<file path="config.mk">
export PLATFORM = sky130hd
export DESIGN_NAME = k005297_sumcmp_gen
export DESIGN_NICKNAME = d
export VERILOG_FILES = /design/src/rtl/k005297_sumcmp_gen.sv
export SDC_FILE = /design/constraint.sdc
export NUM_CORES = 1
export LEC_CHECK = 0
export CAP_MARGIN = 30
export CELL_PAD_IN_SITES_DETAIL_PLACEMENT = 1
export CELL_PAD_IN_SITES_GLOBAL_PLACEMENT = 1
export CORE_MARGIN = 5
export CORE_UTILIZATION = 26
export CTS_CLUSTER_SIZE = 12
export DETAILED_ROUTE_END_ITERATION = 8
export GPL_TIMING_DRIVEN = 0
export PLACE_DENSITY_LB_ADDON = 0.05
export REMOVE_ABC_BUFFERS = 1
export SYNTH_ARGS = -nofsm -noshare
export SYNTH_HDL_FRONTEND = slang
export SYNTH_SLANG_ARGS = --single-unit
</file>
<file path="constraint.sdc">
create_clock -name i_MCLK -period 4.5 [get_ports i_MCLK]
set_input_delay 0.9 -clock i_MCLK [delete_from_list [all_inputs] [get_ports i_MCLK]]
set_output_delay 0.9 -clock i_MCLK [all_outputs]
set_load 0.05 [all_outputs]
</file>
<file path="src/rtl/k005297_sumcmp_gen.sv">
// k005297_sumcmp_gen: bit-serial ADD/XOR page checksum accumulator with serial reference compare.
// The accumulator is a circular shift register; in user-page mode only acc[SUM_W-1:USER_TAP]
// forms the effective register, and the bits below USER_TAP carry no meaning.
module k005297_sumcmp_gen #(
    parameter int SUM_W    = 12,
    parameter int USER_TAP = 4
) (
    input  logic                     i_MCLK,
    input  logic                     i_RST_n,
    input  logic                     i_CLK2M_PCEN_n,
    input  logic                     i_START,
    input  logic                     i_MODE,
    input  logic                     i_LEN_SEL,
    input  logic                     i_BIT_VLD,
    input  logic                     i_BIT,
    input  logic                     i_CARRY_CLR,
    input  logic                     i_REF_LD,
    input  logic [SUM_W-1:0]         i_REF,
    input  logic                     i_CHECK,
    output logic                     o_BUSY,
    output logic                     o_DONE,
    output logic                     o_SUMEQ_n,
    output logic [SUM_W-1:0]         o_SUM,
    output logic [$clog2(SUM_W)-1:0] o_MISMATCH_POS
);
    localparam int CW     = $clog2(SUM_W);
    localparam int L_USER = SUM_W - USER_TAP;

    typedef enum logic [1:0] {IDLE, ACCUM, CMP, DONE} state_t;

    state_t           state_q, state_d;
    logic [SUM_W-1:0] acc_q, acc_d, ref_q, ref_d;
    logic             carry_q, carry_d, len_q, len_d, miss_q, miss_d, sumeq_n_q, sumeq_n_d;
    logic [CW-1:0]    cnt_q, cnt_d, pos_q, pos_d;
    logic [CW-1:0]    last_cnt;
    logic             en, tap, s, maj, check_acc, cmp_bad, cmp_last;

    assign en        = ~i_CLK2M_PCEN_n;
    assign tap       = len_q ? acc_q[USER_TAP] : acc_q[0];
    assign s         = i_BIT ^ tap ^ carry_q;
    assign maj       = (i_BIT & tap) | (i_BIT & carry_q) | (tap & carry_q);
    assign last_cnt  = len_q ? CW'(L_USER - 1) : CW'(SUM_W - 1);
    assign check_acc = i_CHECK && (state_q == IDLE || state_q == ACCUM);
    assign cmp_bad   = tap != ref_q[cnt_q];
    assign cmp_last  = cnt_q == last_cnt;

    assign o_SUM          = acc_q;
    assign o_SUMEQ_n      = sumeq_n_q;
    assign o_MISMATCH_POS = pos_q;

    // State register, advanced only on enabled cycles
    always_ff @(posedge i_MCLK or negedge i_RST_n) begin
        if (!i_RST_n)
            state_q <= IDLE;
        else if (en)
            state_q <= state_d;
    end

    // Next state: START restarts from anywhere, CHECK only from IDLE/ACCUM
    always_comb begin
        state_d = state_q;
        if (i_START)
            state_d = ACCUM;
        else if (check_acc)
            state_d = CMP;
        else if (state_q == CMP && cmp_last)
            state_d = DONE;
        else if (state_q == DONE)
            state_d = IDLE;
    end

    // Status outputs decoded from state
    always_comb begin
        o_BUSY = state_q == ACCUM || state_q == CMP;
        o_DONE = state_q == DONE;
    end

    // Datapath next values: accumulate, rotate-and-compare, reference load
    always_comb begin
        acc_d     = acc_q;
        carry_d   = carry_q;
        ref_d     = ref_q;
        len_d     = len_q;
        cnt_d     = cnt_q;
        miss_d    = miss_q;
        pos_d     = pos_q;
        sumeq_n_d = sumeq_n_q;
        if (i_START) begin
            acc_d     = '0;
            carry_d   = 1'b0;
            len_d     = i_LEN_SEL;
            cnt_d     = '0;
            miss_d    = 1'b0;
            pos_d     = '0;
            sumeq_n_d = 1'b1;
        end else if (check_acc) begin
            cnt_d  = '0;
            miss_d = 1'b0;
            pos_d  = '0;
        end else begin
            if (i_REF_LD && state_q != CMP)
                ref_d = i_REF;
            if (state_q == ACCUM) begin
                if (i_BIT_VLD)
                    acc_d = {s, acc_q[SUM_W-1:1]};
                // Clear applies to the stored carry only; XOR mode never keeps a carry
                carry_d = i_BIT_VLD ? (maj & ~i_CARRY_CLR & ~i_MODE) : (carry_q & ~i_CARRY_CLR);
            end
            if (state_q == CMP) begin
                acc_d = {tap, acc_q[SUM_W-1:1]};
                cnt_d = cnt_q + 1'b1;
                if (cmp_bad && !miss_q) begin
                    miss_d = 1'b1;
                    pos_d  = cnt_q;
                end
                if (cmp_last)
                    sumeq_n_d = miss_q | cmp_bad;
            end
        end
    end

    // Datapath registers, updated only on enabled cycles
    always_ff @(posedge i_MCLK or negedge i_RST_n) begin
        if (!i_RST_n) begin
            acc_q     <= '0;
            carry_q   <= 1'b0;
            ref_q     <= '0;
            len_q     <= 1'b0;
            cnt_q     <= '0;
            miss_q    <= 1'b0;
            pos_q     <= '0;
            sumeq_n_q <= 1'b1;
        end else if (en) begin
            acc_q     <= acc_d;
            carry_q   <= carry_d;
            ref_q     <= ref_d;
            len_q     <= len_d;
            cnt_q     <= cnt_d;
            miss_q    <= miss_d;
            pos_q     <= pos_d;
            sumeq_n_q <= sumeq_n_d;
        end
    end
endmodule

</file>
After elaboration in Yosys (flattened, before gate mapping). Index checks and enable logic that the tools add are counted.

Flip-flop bits (word level): 38. Input bits: 23. Output and inout bits: 19. Logic and storage cells: 90.

Add/sub/neg operators: 1. Magnitude comparators: 1. Equal/unequal tests: 7. Mux-type cells: 32. Bitwise logic cells: 16. Reduce and logical (&&, ||, !) cells: 24.

Operator list (number): $mux W12 (5); $mux W4 (8); $mux W1 (14); $reduce_and A4 Y1 (3); $reduce_bool A3 Y1 (4); $mux W2 (4); $and A1 B1 Y1 (6); $reduce_and A2 Y1 (3); $reduce_and A3 Y1 (2); $reduce_bool A2 Y1 (3); $lt A4 B5 Y1 const B (1); $not A1 Y1 (5); $add A4 B1 Y4 const B (1); $bmux W1 S4 (1); $eq A2 B2 Y1 const B (2); $eq A4 B4 Y1 (1); $logic_and A1 B1 Y1 (4); $ne A2 B2 Y1 const B (2); $reduce_bool A4 Y1 (1); $or A1 B1 Y1 (3); $eq A2 B1 Y1 const B (1); $logic_not A2 Y1 (1); $logic_or A1 B1 Y1 (2); $xor A1 B1 Y1 (2); other kinds (2) (2).

Logic depth before layout (Yosys ltp).
Depth after elaboration: 10. Mapped depth: 9. Depth with buffers taken out: 7.

Least setup slack after synthesis. Ideal clock, no wire load.

Path type: input to register. Start point: in i_CHECK. End point: reg ref_q[10]. Setup time: 0.125 ns. Data arrival time: 2.240 ns. Data required time: 4.375 ns. Setup slack: 2.135 ns. Cell stages on the path: 6. Path buffers: 1. Path through: o21a_1 -> nor2_1 -> nand2_1 -> nor3b_1 -> buf_2 -> mux2_2.

Word-level cells in the longest chain between the ends: 3.

Ends and longest elaborated chain: start, declared (line 19) `input logic i_CHECK,`; $logic_and A1 B1 Y1 (line 43) `assign check_acc = i_CHECK && (state_q == IDLE || state_q == ACCUM);`; $not A1 Y1 (no source line); $reduce_and A4 Y1 (no source line); end signal, assigned (line 136) `ref_q <= ref_d;`; end, declared (line 32) `logic [SUM_W-1:0] acc_q, acc_d, ref_q, ref_d;`.

Every way passes these cells. A chain may end at the register's enable or synchronous reset.

Worst setup path in the final report.
Start point: in i_CLK2M_PCEN_n. End point: reg ref_q[7].

Word-level cells in the longest chain between the ends: 2.

Ends and longest elaborated chain: start, declared (line 10) `input logic i_CLK2M_PCEN_n,`; $not A1 Y1 (no source line); $reduce_and A4 Y1 (no source line).

Every way passes these cells.

==> results.json <==
{
  "outcome": "finished clean",
  "pwr-share-clk_pct": 21.8,
  "cts.clk_slew.worst_paths_ns": 0.08,
  "cts_buffer_depth": 2,
  "synth_commonest_cells": "dfrtp_1 (37), o21ai_0 (14), inv_1 (13)",
  "power_density_nw_per_um2": 443,
  "die_h_um": 96.6,
  "htreeDepth": 2,
  "hold_class": "flop to flop",
  "setup_viol": 0,
  "grt.overflow.total": 0,
  "via_per_inst": 4.79,
  "cts_buffers": 5,
  "ir_drop_mv": 0.132,
  "setup_tns_ns": 0,
  "drtIter0Drc": 14,
  "rows": 31,
  "final.min_clock_period_ns": 3.36,
  "worstSetupEndpointType": "flop",
  "synth_area_leaders": "dfrtp_1 (48%), mux2_2 (6.4%), mux2i_1 (4.1%)",
  "p_switching_uw": 403,
  "insertedDiodeCount": 0,
  "placed_cell_area_um2": 2440,
  "syn_area_per_cell_um2": 11.6,
  "antenna_found_initial": 0,
  "rsz0062_at_grt": "false",
  "netlist_area_um2": 1950,
  "synth.most_common_cell": "dfrtp_1",
  "yosysTopAreaCellShare_pct": 47.5,
  "netlist_instances": 168,
  "path_max_fanout": 21,
  "vias": 1476,
  "grt_max_degree": 39,
  "dp_hpwl_um": 3640,
  "path_cells": "clkdlybuf4s50_1 -> inv_1 -> nand2_1 -> nor3b_2 -> mux2_2",
  "grt_pass1_wl_um": 8430,
  "globalRouteTotalUtil_pct": 11.8,
  "ant_nets": 0,
  "slew_viol_final": 0,
  "syn_to_final_growth_pct": 30.1,
  "grt_pass1_vias": 1632,
  "drc_errors": 0,
  "dieArea_um2": 9320,
  "final_core_util_pct": 34.8,
  "gp_congestion": 0.718,
  "post-route-period-util_pct": 74.7,
  "core_um2": 7290,
  "hold_violations": 0,
  "hold_buffers": 0,
  "wl_um": 4970,
  "boundaryPins": 42,
  "drtPass1Iterations": 4,
  "clkSinkCount": 38,
  "start_util_pct": 26.7,
  "cts_resized": 0,
  "wl_per_cell_um": 16.1,
  "clk_latency_ns": 0.29,
  "ys_seq_area_share_pct": 48.9,
  "nets": 237,
  "yosysTopAreaCell": "dfrtp_1",
  "critPathArrivalTime_ns": 3.53,
  "p_seq_share_pct": 42.2,
  "stdcell_area_um2": 2530,
  "die_w_um": 96.6,
  "crit_type": "input pin to flop",
  "synth-edff-count": 0,
  "critPathSlowestCell": "clkdlybuf4s50_1",
  "worst_pin_slew_ns": 0.883,
  "async_flop_share_pct": 100,
  "cts_setup_buffers": 0,
  "cp-start-kind": "input pin",
  "root_buffer": "clkbuf_8",
  "intPower_uw": 720,
  "synth_cell_type_count": 47,
  "slowest_delay_ns": 0.81,
  "switching_share_pct": 35.9,
  "synth-main-ff-cell": "dfrtp_1",
  "cts_tree": "built",
  "drive_above_1_share_pct": 13.9,
  "skew_ns": 0.00964,
  "maxCapViolations": 0,
  "required_ns": 4.67,
  "yosys_warnings": 0,
  "relSlewSlack_pct": 41.2,
  "fmax_ghz": 0.297,
  "p_leak_uw": 0.00101,
  "synth-seq-cells": 38,
  "combPwrFrac_pct": 36.0,
  "io_buffers": 41
}
==> layer usage <==
| layer | global-route usage (%) | share of wire (%) | vias to the layer above |
|---|---|---|---|
| met2 | 18.8 | 47 | 34 |
| met4 | 3.50 | 1.3 | 0 |
| met3 | 2.94 | 5.1 | 6 |
| met1 | 15.9 | 47 | 734 |
| met5 | 0 | 0 | - |
| li1 | - | - | 702 |
==> power by group through the flow <==
| stage | Sequential [uW] | Combinational [uW] | Clock, uW |
|---|---|---|---|
| 6_report | 473 | 404 | 245 |
| 5_1_grt | 485 | 443 | 271 |
| 3_5_place_dp | 483 | 410 | 0 |
| 3_3_place_gp | 475 | 397 | 0 |
| 2_1_floorplan | 503 | 249 | 0 |
| 4_1_cts | 476 | 411 | 261 |
==> per-stage QoR <==
stage | total power, uW | worst slack [ns] | cells | hold slack, ns
final | 1120 | 1.14 | 308 | 0.491
after global routing | 1200 | 0.874 | 308 | 0.527
after CTS | 1150 | 1.07 | 308 | 0.495
after global placement | 872 | 0.292 | 300 | 0.475
after detailed placement | 894 | 0.766 | 300 | 0.477
after floorplan | 752 | 1.67 | 160 | 0.453
==> flip-flops by register name (all words and copies together) (netlist names) <==
signal	cells
o_SUM	12
ref_q	12
cnt_q	4
o_MISMATCH_POS	4
state_q	2
carry_q	1
len_q	1
miss_q	1
o_SUMEQ_n	1
==> cells by family after synthesis <==
group                    after synthesis  share of synthesized area [%]
multiplexers                          24                           15.7
adder cells (fa/ha/maj)                6                           4.24
XOR/XNOR                               1                          0.450
AO/OA/AOI/OAI                         47                           17.3
AND/OR/NAND/NOR                       31                           8.80
buffers and inverters                 21                           4.69
flip-flops                            38                           48.9
==> cell usage in the layout, fill, tap and decap left out, types with 6 or more instances in the layout <==
cell type / count
mux2i_1: 8
nor2_1: 7
clkdlybuf4s50_1: 40
o21ai_0: 14
dfrtp_1: 37
nand2b_1: 6
inv_1: 13
nand2_1: 6
clkbuf_8: 6
mux2_2: 11
o41ai_1: 6
a21oi_1: 7
==> final cells by class <==
cell class | count | area [um^2]
clock buffer | 6 | 82.6
clock inverter | 2 | 12.5
fill | 826 | 4760
inverter | 13 | 48.8
multi-input combinational | 109 | 910
sequential | 38 | 952
tap | 99 | 124
timing repair buffer | 41 | 405
==> path summary, 6_finish.rpt <==
path	from	end	slack, ns	depth (start not counted)
setup / recovery	i_CLK2M_PCEN_n	ref_q[7]$_DFFE_PN0P_	1.14	5
hold / removal	ref_q[1]$_DFFE_PN0P_	ref_q[1]$_DFFE_PN0P_	0.49	1
setup reg to reg	state_q[1]$_DFFE_PN0P_	ref_q[7]$_DFFE_PN0P_	1.72	7
hold reg to reg	ref_q[1]$_DFFE_PN0P_	ref_q[1]$_DFFE_PN0P_	0.49	1
max in group asynchronous	i_RST_n	o_MISMATCH_POS[0]$_DFFE_PN0P_	3.22	1
min in group asynchronous	i_RST_n	ref_q[0]$_DFFE_PN0P_	0.73	1
==> worst max-delay path, delay by kind of cell <==
kind          cells  cell delay (ns)
simple gates      2             0.96
buf+inv           2             1.25
mux               1             0.41
Power figures use the tool's default switching activity.
